[config.mk]
export PLATFORM = sky130hd
export DESIGN_NAME = video_mem_arbiter
export DESIGN_NICKNAME = d
export VERILOG_FILES = /design/src/rtl/video_mem_arbiter.sv
export SDC_FILE = /design/constraint.sdc
export NUM_CORES = 1
export LEC_CHECK = 0
export CAP_MARGIN = 20
export CORE_ASPECT_RATIO = 2
export CORE_UTILIZATION = 48
export DETAILED_ROUTE_END_ITERATION = 7
export GPL_ROUTABILITY_DRIVEN = 1
export GPL_TIMING_DRIVEN = 0
export PLACE_DENSITY = 0.75
export SYNTH_ARGS = -nofsm -noshare
export SYNTH_HDL_FRONTEND = slang
export SYNTH_SLANG_ARGS = --single-unit
[constraint.sdc]
create_clock -name clk -period 2.9 [get_ports clk]
set_input_delay 0.725 -clock clk [delete_from_list [all_inputs] [get_ports clk]]
set_output_delay 0.725 -clock clk [all_outputs]
set_load 0.005 [all_outputs]
[src/rtl/video_mem_arbiter.sv]
// video_mem_arbiter
// Shares a single-port frame-buffer RAM between display scan-out and a
// buffered write client. The display owns every active-pixel cycle; queued
// writes drain only in blanking cycles. RAM controls and the returned pixel
// are registered.
module video_mem_arbiter #(
   parameter int H_ACTIVE   = 800,
   parameter int V_ACTIVE   = 600,
   parameter int ADDR_W     = 19,
   parameter int DATA_W     = 16,
   parameter int FIFO_DEPTH = 4
) (
   input  logic                          clk,
   input  logic                          rst,
   input  logic [10:0]                   H_count,
   input  logic [10:0]                   V_count,
   input  logic                          wr_valid,
   output logic                          wr_ready,
   input  logic [ADDR_W-1:0]             wr_addr,
   input  logic [DATA_W-1:0]             wr_data,
   output logic [ADDR_W-1:0]             mem_addr,
   output logic                          mem_we,
   output logic [DATA_W-1:0]             mem_wdata,
   input  logic [DATA_W-1:0]             mem_rdata,
   output logic [DATA_W-1:0]             Pix_color,
   output logic                          wr_err,
   output logic [$clog2(FIFO_DEPTH):0]   fifo_level
);

   localparam int PTR_W = $clog2(FIFO_DEPTH);
   localparam int LVL_W = PTR_W + 1;

   localparam logic [10:0]       H_LIM       = 11'(H_ACTIVE);
   localparam logic [10:0]       V_LIM       = 11'(V_ACTIVE);
   localparam logic [ADDR_W:0]   FRAME_WORDS = (ADDR_W + 1)'(H_ACTIVE * V_ACTIVE);
   localparam logic [LVL_W-1:0]  LVL_FULL    = LVL_W'(FIFO_DEPTH);
   localparam logic [PTR_W-1:0]  PTR_ONE     = PTR_W'(1);
   localparam logic [LVL_W-1:0]  LVL_ONE     = LVL_W'(1);
   localparam logic [ADDR_W-1:0] ADDR_ONE    = ADDR_W'(1);

   // A writer address is storable only if it falls inside the visible frame.
   function automatic logic addr_in_frame(input logic [ADDR_W-1:0] addr);
      return {1'b0, addr} < FRAME_WORDS;
   endfunction

   // Pixel returned to the adapter: fetched data for slot cycles, black otherwise.
   function automatic logic [DATA_W-1:0] pix_select(input logic vld, input logic [DATA_W-1:0] data);
      return vld ? data : '0;
   endfunction

   logic                disp_slot;
   logic                vblank;
   logic                accept;
   logic                push;
   logic                pop;
   logic                fifo_empty;
   logic [ADDR_W-1:0]   disp_addr;
   logic [PTR_W-1:0]    wr_ptr;
   logic [PTR_W-1:0]    rd_ptr;
   logic [ADDR_W-1:0]   fifo_addr [FIFO_DEPTH];
   logic [DATA_W-1:0]   fifo_data [FIFO_DEPTH];
   logic [ADDR_W-1:0]   head_addr;
   logic [DATA_W-1:0]   head_data;
   logic                vld_p0;
   logic                vld_p1;

   // Cycle ownership: any active pixel belongs to the display.
   assign disp_slot  = (H_count < H_LIM) && (V_count < V_LIM);
   assign vblank     = (V_count >= V_LIM);

   // Writer handshake: held off during reset and whenever the queue is full.
   assign wr_ready   = rst && (fifo_level < LVL_FULL);
   assign accept     = wr_valid && wr_ready;
   assign push       = accept && addr_in_frame(wr_addr);

   // Drain only in cycles the display does not own.
   assign fifo_empty = (fifo_level == '0);
   assign pop        = !disp_slot && !fifo_empty;

   assign head_addr  = fifo_addr[rd_ptr];
   assign head_data  = fifo_data[rd_ptr];

   // Queue storage; contents are only meaningful between the pointers.
   always_ff @(posedge clk) begin
      if (push) begin
         fifo_addr[wr_ptr] <= wr_addr;
         fifo_data[wr_ptr] <= wr_data;
      end
   end

   // Queue pointers and occupancy; reset flushes everything still queued.
   always_ff @(posedge clk) begin
      if (!rst) begin
         wr_ptr     <= '0;
         rd_ptr     <= '0;
         fifo_level <= '0;
      end else begin
         if (push) begin
            wr_ptr <= wr_ptr + PTR_ONE;
         end
         if (pop) begin
            rd_ptr <= rd_ptr + PTR_ONE;
         end
         case ({push, pop})
            2'b10:   fifo_level <= fifo_level + LVL_ONE;
            2'b01:   fifo_level <= fifo_level - LVL_ONE;
            default: fifo_level <= fifo_level;
         endcase
      end
   end

   // Sticky record of any accepted write that had to be dropped.
   always_ff @(posedge clk) begin
      if (!rst) begin
         wr_err <= 1'b0;
      end else if (accept && !addr_in_frame(wr_addr)) begin
         wr_err <= 1'b1;
      end
   end

   // Raster read address; cleared through vertical blanking so each frame starts at 0.
   always_ff @(posedge clk) begin
      if (!rst) begin
         disp_addr <= '0;
      end else if (vblank) begin
         disp_addr <= '0;
      end else if (disp_slot) begin
         disp_addr <= disp_addr + ADDR_ONE;
      end
   end

   // ---- stage p0: owner decision registered onto the RAM port ----
   // RAM port: display read, queued write, or idle with the address held.
   always_ff @(posedge clk) begin
      if (!rst) begin
         mem_we    <= 1'b0;
         mem_addr  <= '0;
         mem_wdata <= '0;
      end else if (disp_slot) begin
         mem_we    <= 1'b0;
         mem_addr  <= disp_addr;
      end else if (pop) begin
         mem_we    <= 1'b1;
         mem_addr  <= head_addr;
         mem_wdata <= head_data;
      end else begin
         mem_we    <= 1'b0;
      end
   end

   // ---- stages p0/p1: slot flag follows the read through the registered RAM ----
   // Valid bits tracking which RAM outputs carry a display pixel.
   always_ff @(posedge clk) begin
      if (!rst) begin
         vld_p0 <= 1'b0;
         vld_p1 <= 1'b0;
      end else begin
         vld_p0 <= disp_slot;
         vld_p1 <= vld_p0;
      end
   end

   // ---- stage p2: pixel output, three clocks after the timing counters ----
   // Capture the fetched word, or black for cycles that were not display slots.
   always_ff @(posedge clk) begin
      if (!rst) begin
         Pix_color <= '0;
      end else begin
         Pix_color <= pix_select(vld_p1, mem_rdata);
      end
   end

endmodule

# ---- Yosys cells after proc, flatten, opt, wreduce, memory -nomap -nowiden
# Memories as Yosys holds them, arrays and structs flattened. A register that Yosys moved wholly into a read port is not among the register bits.
# Index checks and enable logic that the tools add are counted.
# W data, S select, Z words.
dict set report word_totals {
  ff_bits 65
  mem_bits_rw 140
  in_bits 76
  output_inout_bits 57
  wordCells 51
  n_memories 2
}
dict set report classes {
  addsub 5
  magnitude_cmp 5
  eq_ne 2
  mux 8
  bitwise 2
  reduce_logical 17
}
# memory depth width read_ports rd_clocked_by_memory_dff write_ports line_no
set mem_list {}
lappend mem_list {fifo_addr 4 19 1 1 1 60} ;# logic [ADDR_W-1:0] fifo_addr [FIFO_DEPTH];
lappend mem_list {fifo_data 4 16 1 1 1 61} ;# logic [DATA_W-1:0] fifo_data [FIFO_DEPTH];
# cell n
set op_table {}
lappend op_table {{$mux W19} 2}
lappend op_table {{$lt A11 B10 Y1 const B} 2}
lappend op_table {{$add A19 B1 Y19 const B} 1}
lappend op_table {{$lt A19 B19 Y1 const B} 1}
lappend op_table {{$ge A11 B10 Y1 const B} 1}
lappend op_table {{$logic_and A1 B1 Y1} 6}
lappend op_table {{$pmux W3 S2} 1}
lappend op_table {{$add A2 B1 Y2 const B} 2}
lappend op_table {{$logic_not A1 Y1} 4}
lappend op_table {{$mux W2} 2}
lappend op_table {{$reduce_and A2 Y1} 2}
lappend op_table {{$reduce_bool A2 Y1} 2}
lappend op_table {{$reduce_or A2 Y1} 2}
lappend op_table {{$add A3 B1 Y3 const B} 1}
lappend op_table {{$logic_not A3 Y1} 1}
lappend op_table {{$lt A3 B3 Y1 const B} 1}
lappend op_table {{$mux W1} 3}
lappend op_table {{$sub A3 B1 Y3 const B} 1}
lappend op_table {{$eq A2 B1 Y1 const B} 1}
lappend op_table {{$eq A2 B2 Y1 const B} 1}
lappend op_table {{$not A1 Y1} 2}

# ---- Depth between registers and ports, before layout
# Gate-level depths: netlist of the first run.
dict set report logic_depth {
  word_depth 6
  depth_mapped 11
  depth_no_buf 10
}

# ---- Least setup slack after synthesis of the first run
# No wires, ideal clock.
dict set report synth_timing {
  kind {input port to flip-flop}
  from {in wr_addr[8]}
  to {mem fifo_addr[0][0], enable pin}
  setup_time_ns 0.395
  t_arrival_ns 2.455
  required_time_ns 2.505
  setup_slack_ns 0.049
  cell_stages 4
  n_path_buf 0
  cell_sequence {a211o_1 a2111o_1 nand2_1 and2_1}
}
dict set report synth_via {
  elab_chain_len 4
}
# item line_no
set synth_lines {}
lappend synth_lines {{start: declaration} 19} ;# input logic [ADDR_W-1:0] wr_addr,
lappend synth_lines {{$lt A19 B19 Y1} 43} ;# return {1'b0, addr} < FRAME_WORDS;
lappend synth_lines {{$logic_and A1 B1 Y1} 74} ;# assign push = accept && addr_in_frame(wr_addr);
lappend synth_lines {{$mux W1} 85} ;# if (push) begin
lappend synth_lines {{$mux W1 (not written as such)} 86} ;# fifo_addr[wr_ptr] <= wr_addr;
lappend synth_lines {{end: declaration} 60}
# Every way passes these cells.

# ---- Final worst setup path of the first run
dict set report layout_timing {
  from {in V_count[3]}
  to {reg fifo_level[2]}
}
dict set report layout_via {
  elab_chain_len 6
  elab_cells_between_ends 8
  classes_between {order compare (1); eq/ne (2); mux (1); reduce/logical (4)}
}
# item line_no
set layout_lines {}
lappend layout_lines {{start: declaration} 16} ;# input logic [10:0] V_count,
lappend layout_lines {{$lt A11 B10 Y1 *} 68} ;# assign disp_slot = (H_count < H_LIM) && (V_count < V_LIM);
lappend layout_lines {{$logic_and A1 B1 Y1 *} 68}
lappend layout_lines {{$logic_not A1 Y1 *} 78} ;# assign pop = !disp_slot && !fifo_empty;
lappend layout_lines {{$logic_and A1 B1 Y1 *} 78}
lappend layout_lines {{net pop} 55} ;# logic pop;
lappend layout_lines {{$eq A2 B1 Y1 / $eq A2 B2 Y1 (equally long branches)} 104} ;# case ({push, pop})
lappend layout_lines {{$pmux W3 S2 / $reduce_bool A2 Y1 (equally long branches)} --}
lappend layout_lines {{end signal: assignment} 105} ;# 2'b10: fifo_level <= fifo_level + LVL_ONE;
lappend layout_lines {{end signal: assignment} 106} ;# 2'b01: fifo_level <= fifo_level - LVL_ONE;
lappend layout_lines {{end signal: assignment} 107} ;# default: fifo_level <= fifo_level;
lappend layout_lines {{end: declaration} 27} ;# output logic [$clog2(FIFO_DEPTH):0] fifo_level
# The timed path passes the listed nets; every way through them passes the cells marked *.
# A chain may end at the register's enable or synchronous reset.

==> key figures, run 1 <==
Power
  – P_int: 6.33 mW
  – Leakage: 3.79 nW
  – Combinational share of power: 23.8%
  – Peak supply drop: 0.000660 V
  – Clock share of power: 30.6%
  – Net Sw Power: 2.22 mW
  – Switching fraction of total power: 26.0%
  – PD cells: 779 nW/um2
  – Sequential Power Share: 45.6%

Setup path
  – CP required: 3.32 ns
  – CP max stage delay: 0.45 ns
  – Crit path max fanout: 9
  – Worst Setup EP: fifo_level[2]$_SDFFE_PN0P_
  – Crit path arrival time: 3.19 ns
  – Worst reg-to-reg path cell count: 11
  – Setup crit start: V_count[3]
  – Kind of critical path: input port to register
  – Worst-path cell with the longest stage delay: clkdlybuf4s50_1
  – R2R Setup Slk: 0.30 ns
  – Worst R2R Start: fifo_level[2]$_SDFFE_PN0P_
  – Critical Path Source Type: input port
  – Cell mode on critical path: a21oi_1
  – Reg-to-reg endpoint: fifo_level[2]$_SDFFE_PN0P_
  – CP endpoint kind: register
  – CP Cell Sequence: clkdlybuf4s50_1 -> a21oi_1 -> o211ai_1 -> buf_4 -> o21ai_1 -> buf_6 -> inv_2 -> ha_2 -> inv_1 -> fa_1 -> xor2_1 -> or3_1 -> a21oi_1

Clock tree
  – Deepest clock path buffer count: 3
  – Clock Sinks: 223
  – Depth of the CTS H-tree: 1
  – Root Buffer: clkbuf_16
  – CTS Buf Count: 20
  – Clock-pin slew on the worst setup and hold paths: 0.07 ns
  – Later-pin clock latency in the skew report: 0.50 ns
  – CTS tree: built

Timing
  – TNS Setup: 0 ns
  – Final Hold Viols: 0
  – Slew Limit Fails: 0
  – FMAX: 360 MHz
  – Setup Skew: 0.0102 ns
  – Final worst-path cycle share: 95.7%
  – Slew @ Worst Pin: 0.750 ns
  – Endpoints failing setup: 0
  – Hold WS: 0.460 ns
  – Tmin final: 2.78 ns
  – Max_slew headroom: 50.0%

Synthesis
  – Register bit total from synthesis: 223
  – Asr flop ratio synth: 0%
  – Register area share after synthesis: 67.5%
  – Gate Count Post-Synth: 579
  – Syn. warnings: 0
  – Mapped cell area: 8690 um2
  – Synth area leaders: edfxtp_1, dfxtp_1, mux4_2
  – Predominant post-synthesis flop cell: edfxtp_1
  – Post-synth net total: 662
  – Top cell type's share of synthesized area: 48.4%
  – Syn_area_per_cell: 15.0 um2
  – EDFF count, synth: 140
  – Post-synth top area cell: edfxtp_1
  – Synth unique cells: 47

Die
  – Core Rows: 69
  – Die Ht: 192 um
  – Die X: 97.1 um
  – Starting Density: 49.1%
  – Die area: 18700 um2
  – # IOs: 133
  – Core ar.: 17700 um2

GRT
  – Vias in the first global route: 5878
  – Largest net degree at the start of global routing: 29
  – First-pass GRT wire length: 30.5 mm
  – All-layer global routing usage: 21.2%
  – Initial antenna violation count: 1
  – Total gr overflow: 0

Routing
  – Routed wire length: 20.0 mm
  – Wirelength per Cell: 20.9 um
  – Initial DRC count: 284
  – DR vias/cell: 5.71
  – DRC viols: 0
  – Via count: 5474
  – Post-route ant nets: 0
  – Pre-antenna DRT Iters: 4

Layout
  – NumNets Final: 815
  – Area growth syn-to-layout: 26.3%
  – Design area: 11000 um2
  – Footprint of the multi-input gates: 2580 um2
  – Share of cells above drive strength 1: 14.0%
  – Fillers: 1286
  – Sequential Area: 5870 um2

Worst hold path
  – Hold crit path type: register to register

Status
  – Status: finished clean

Placed design
  – DP HPWL: 14.1 mm
  – PortBufs: 124
  – Dpl cell area: 10300 um2
  – GP Congestion: 0.844

Run
  – Max-Cap Viols: 0
[area by class of cell]
type                            instances  share of cell area (%)
Sequential cell                       223                    53.4
Multi-Input combinational cell        302                    23.6
Timing Repair Buffer                  131                    12.3
Clock buffer                           25                    5.11
Tap cell                              213                    2.43
Buffer                                 37                    1.77
Clock inverter                         10                   0.832
Inverter                               17                   0.593
Antenna cell                            1                  0.0228
[critical path: cells and delay by family]
kind,cells,cell delay [ns]
buffers and inverters,5,0.92
adders and majority gates,2,0.56
AOI/OAI and AO/OA,4,0.50
and+or+nand+nor,1,0.32
xor gates and xnor gates,1,0.16
[cell families (layout without fill, tap and decap cells)]
logic type	after synthesis	after routing	synth area share [%]
compound gates	80	80	5.99
fa+ha+maj	7	7	1.09
flops	223	223	67.5
mux	81	81	14.4
other cells	0	1	0
buf+inv	54	220	2.88
xor+xnor	2	2	0.202
simple gates	132	132	7.94
[power by group through the flow]
stage / clock network (mW) / logic (mW) / registers [mW]
after floorplan: 0 / 1.14 / 3.93
after global placement: 0 / 1.96 / 3.95
after detailed placement: 0 / 2.03 / 3.96
after CTS: 2.65 / 2.05 / 3.90
after global routing: 2.76 / 2.20 / 3.93
final: 2.62 / 2.04 / 3.90
[flip-flops by register name (all words and copies together), names as in the netlist, named ones only]
name and flops:
rd_ptr 2, fifo_addr 76, Pix_color 16, disp_addr 19, mem_we 1, fifo_data 64, mem_addr 19, wr_ptr 2
vld_p0 1, wr_err 1, fifo_level 3, vld_p1 1, mem_wdata 16
[worst min-delay path by stage]
stage / to / depth (start not counted) / from
after detailed placement: mem_wdata[15]$_SDFFE_PN0P_ / 2 / mem_wdata[15]$_SDFFE_PN0P_
after global placement: mem_wdata[3]$_SDFFE_PN0P_ / 2 / mem_wdata[3]$_SDFFE_PN0P_
after CTS: mem_wdata[6]$_SDFFE_PN0P_ / 2 / mem_wdata[6]$_SDFFE_PN0P_
final: mem_wdata[6]$_SDFFE_PN0P_ / 2 / mem_wdata[6]$_SDFFE_PN0P_
after floorplan: vld_p1$_SDFF_PN0_ / 1 / vld_p0$_SDFF_PN0_
after global routing: mem_wdata[6]$_SDFFE_PN0P_ / 2 / mem_wdata[6]$_SDFFE_PN0P_
[Yosys cell counts, types with 10 or more instances]
library cell and number:
inv_1 15, a21oi_1 34, clkbuf_1 17, o31ai_1 26, buf_2 10, mux4_2 35
dfxtp_1 83, mux2i_1 46, edfxtp_1 140, nand2_1 52, and3_1 20
[layout by cell type (no fill, tap or decap), types with 20 or more instances in the layout]
| cell | netlist | routed |
|---|---|---|
| edfxtp_1 | 140 | 140 |
| clkdlybuf4s50_1 | 0 | 122 |
| dfxtp_1 | 83 | 83 |
| nand2_1 | 52 | 51 |
| mux2i_1 | 46 | 46 |
| mux4_2 | 35 | 35 |
| a21oi_1 | 34 | 34 |
| o31ai_1 | 26 | 26 |
| clkbuf_16 | 0 | 21 |
| and3_1 | 20 | 20 |
[layer usage]
metal | share of wire [%] | vias up | track usage [%]
met5 | 0 | - | 0
met4 | 3.3 | 0 | 9.64
met3 | 4.2 | 49 | 3.48
met2 | 58 | 173 | 42.2
met1 | 34 | 2737 | 21.0
li1 | - | 2515 | -
[per-stage QoR]
stage | setup slack, ns | util (%) | cells | power, mW
global placement | -1.31 | 57.6 | 916 | 5.91
global route | -0.0122 | 62.0 | 959 | 8.90
CTS | 0.0172 | 61.8 | 956 | 8.60
floorplan | 0.0490 | - | 579 | 5.08
finish | 0.125 | 62.0 | 959 | 8.55
detailed placement | -0.678 | 58.1 | 920 | 6.00
[what timing repair did]
action	4_1_cts	5_1_grt
resized for setup	5	5
buffers inserted	1	2
hold buffers	0	0
pin swaps	2	3
setup endpoints to repair	3	2
Note: power is estimated with default switching activity, not from simulation.
==> run 2: changes to the inputs <==
Settings changed: PLACE_DENSITY 0.75 to 0.8.
==> run 2 against run 1 <==
Net effect:
- non-clock buffer count down 1
- die area unchanged
- first-iteration DRC count up 8.1%
- routed wire length up 1.3%
- flip-flop and latch count unchanged
- sequential share of layout area about the same
- via count up 1.2%
- worst setup slack worse by 0.045 ns
- sequential power about the same
- maximum frequency down 1.6%
- combinational power up 2%
==> key figures, run 2 (synthesized netlist as in run 1, its figures left out) <==
Status
  – Status: finished clean

Power
  – PD cells: 778 nW/um2 (-0.11%)
  – Peak supply drop: 0.000596 V (-9.7%)
  – Leakage: 3.78 nW (-0.22%)
  – Overall power: 8.55 mW (about the same)

Clock tree
  – Clock-pin slew on the worst setup and hold paths: 0.06 ns (about the same)
  – Deepest clock path buffer count: 3 (unchanged)
  – CTS Buf Count: 20 (unchanged)
  – Later-pin clock latency in the skew report: 0.50 ns (about the same)
  – Clock Sinks: 223 (unchanged)
  – Depth of the CTS H-tree: 1 (unchanged)
  – CTS tree: built
  – Root Buffer: clkbuf_16

Routing
  – Routed wire length: 20.3 mm (+1.3%)
  – Wirelength per Cell: 21.2 um (+1.4%)
  – Routed wire length on met3: 910 um (+8.1%)
  – Pre-antenna DRT Iters: 6 (+2)
  – Via count: 5540 (+1.2%)
  – DRC viols: 0 (unchanged)
  – Post-route ant nets: 0 (unchanged)
  – Top routing layer used: met4
  – DR vias/cell: 5.78 (+1.3%)
  – Initial DRC count: 307 (+8.1%)
  – WL met2: 12.0 mm (+2.3%)
  – Post-Route M1 WL: 6.56 mm (-3.6%)

Setup path
  – Crit path max fanout: 10 (+1)
  – R2R Setup Slk: 0.37 ns (+0.07 ns)
  – CP endpoint kind: register
  – Kind of critical path: input port to register
  – Crit path arrival time: 3.25 ns (+0.06 ns)
  – Critical Path Source Type: input port
  – CP required: 3.33 ns (about the same)

GRT
  – First-pass GRT wire length: 31.2 mm (+2.4%)
  – Vias in the first global route: 5996 (+2.0%)
  – Total gr overflow: 0 (unchanged)
  – Initial antenna violation count: 0 (-1)
  – Largest net degree at the start of global routing: 25 (-14%)
  – All-layer global routing usage: 21.7% (+0.50 points)

Placed design
  – Pre-CTS setup slack: -0.791 ns (-0.113 ns)
  – PortBufs: 124 (unchanged)
  – GP Congestion: 0.860 (+1.9%)
  – DP HPWL: 14.6 mm (+3.2%)
  – Dpl cells: 920 (unchanged)

Timing
  – Setup WS post-layout: 0.0794 ns (-0.0452 ns)
  – Final Hold Viols: 0 (unchanged)
  – Tmin final: 2.82 ns (+0.0452 ns)
  – FMAX: 355 MHz (-1.6%)
  – Slew @ Worst Pin: 0.735 ns (-0.0146 ns)
  – Slew Limit Fails: 0 (unchanged)
  – Endpoints failing setup: 0 (unchanged)
  – Final worst-path cycle share: 97.3% (+1.6 points)
  – Max_slew headroom: 51.0% (+0.97 points)
  – TNS Setup: 0 ns (unchanged)
  – Setup Skew: 0.00999 ns (-0.000250 ns)
  – Unrepaired setup endpoints after global routing: no

Layout
  – Most flops, register: fifo_addr
  – Most frequent cells in the layout: edfxtp_1, clkdlybuf4s50_1, dfxtp_1, nand2_1, mux2i_1
  – Share of cells above drive strength 1: 13.6% (-0.40 points)
  – NumNets Final: 814 (-0.12%)
  – Number of diodes: 0 (-1)
  – Number of flip-flops in the largest register: 76 (unchanged)
  – Largest regs: fifo_addr: 76 flops, fifo_data: 64 flops
  – Area growth syn-to-layout: 26.4% (about the same)
  – Most common cell after layout, fill and taps aside: edfxtp_1
  – Layout Cells excl Fill: 958 (-0.10%)

Die
  – Starting Density: 49.1% (unchanged)
  – Core Rows: 69 (unchanged)
  – # IOs: 133 (unchanged)
  – Die X: 97.1 um (unchanged)
  – Die area: 18700 um2 (unchanged)
  – Die Ht: 192 um (unchanged)
  – Core ar.: 17700 um2 (unchanged)

Worst hold path
  – Hold crit path type: register to register

Run
  – Max-Cap Viols: 0 (unchanged)
## run 2: where the power goes
group | internal [mW] | switching, mW | leakage, nW
clock network | 1.45 | 1.12 | 0.306
registers | 3.72 | 0.187 | 1.95
logic | 1.17 | 0.910 | 1.53
total | 6.34 | 2.21 | 3.78
## run 2: per-stage QoR
| step | hold WS, ns | area (um2) | utilization (%) |
|---|---|---|---|
| finish | 0.466 | 11000 | 62.1 |
| detailed placement | 0.451 | 10300 | 58.2 |
| CTS | 0.469 | 10900 | 61.8 |
| floorplan | 0.412 | 8690 | - |
| global placement | 0.449 | 10200 | 57.6 |
| global route | 0.487 | 11000 | 62.1 |
## run 2: critical path, cell delays in order
cell and delay (ns):
clkdlybuf4s50_1 0.53, clkbuf_8 0.23, and3b_1 0.21, o21ai_2 0.11, nand2_2 0.12, inv_1 0.11
ha_4 0.15, inv_1 0.05, fa_1 0.38, xor2_1 0.17, or3_4 0.34, a21oi_2 0.13
## run 2: per-layer routing
metal  track usage [%]  vias up
met1              20.9     2777
met4              10.1        0
met3              2.90       56
met2              44.3      176
met5                 0        -
li1                  -     2531
## run 2: area by class of cell
class | instances | area (um2)
plain buffers | 37 | 200
clock buffers | 29 | 566
clock inverters | 7 | 61.3
fillers | 1252 | 6720
inverters | 17 | 66.3
multi-input cells | 302 | 2600
flip-flops and latches | 223 | 5870
well taps | 213 | 267
repair buffers | 130 | 1350
## run 2: path summary, 6_finish.rpt
kind	from	end	cells past startpoint
setup / recovery	rst	fifo_level[2]$_SDFFE_PN0P_	12
hold / removal	mem_wdata[4]$_SDFFE_PN0P_	mem_wdata[4]$_SDFFE_PN0P_	2
setup reg to reg	fifo_level[2]$_SDFFE_PN0P_	fifo_level[2]$_SDFFE_PN0P_	11
hold reg to reg	mem_wdata[4]$_SDFFE_PN0P_	mem_wdata[4]$_SDFFE_PN0P_	2
## run 2: timing repair
item / CTS / global route
pin swaps: 1 / 4
endpoints found under the setup margin: 47 / 42
gates resized for setup: 5 / 9
cloned: 0 / 0
setup buffers: 1 / 1
hold buffers: 0 / 0
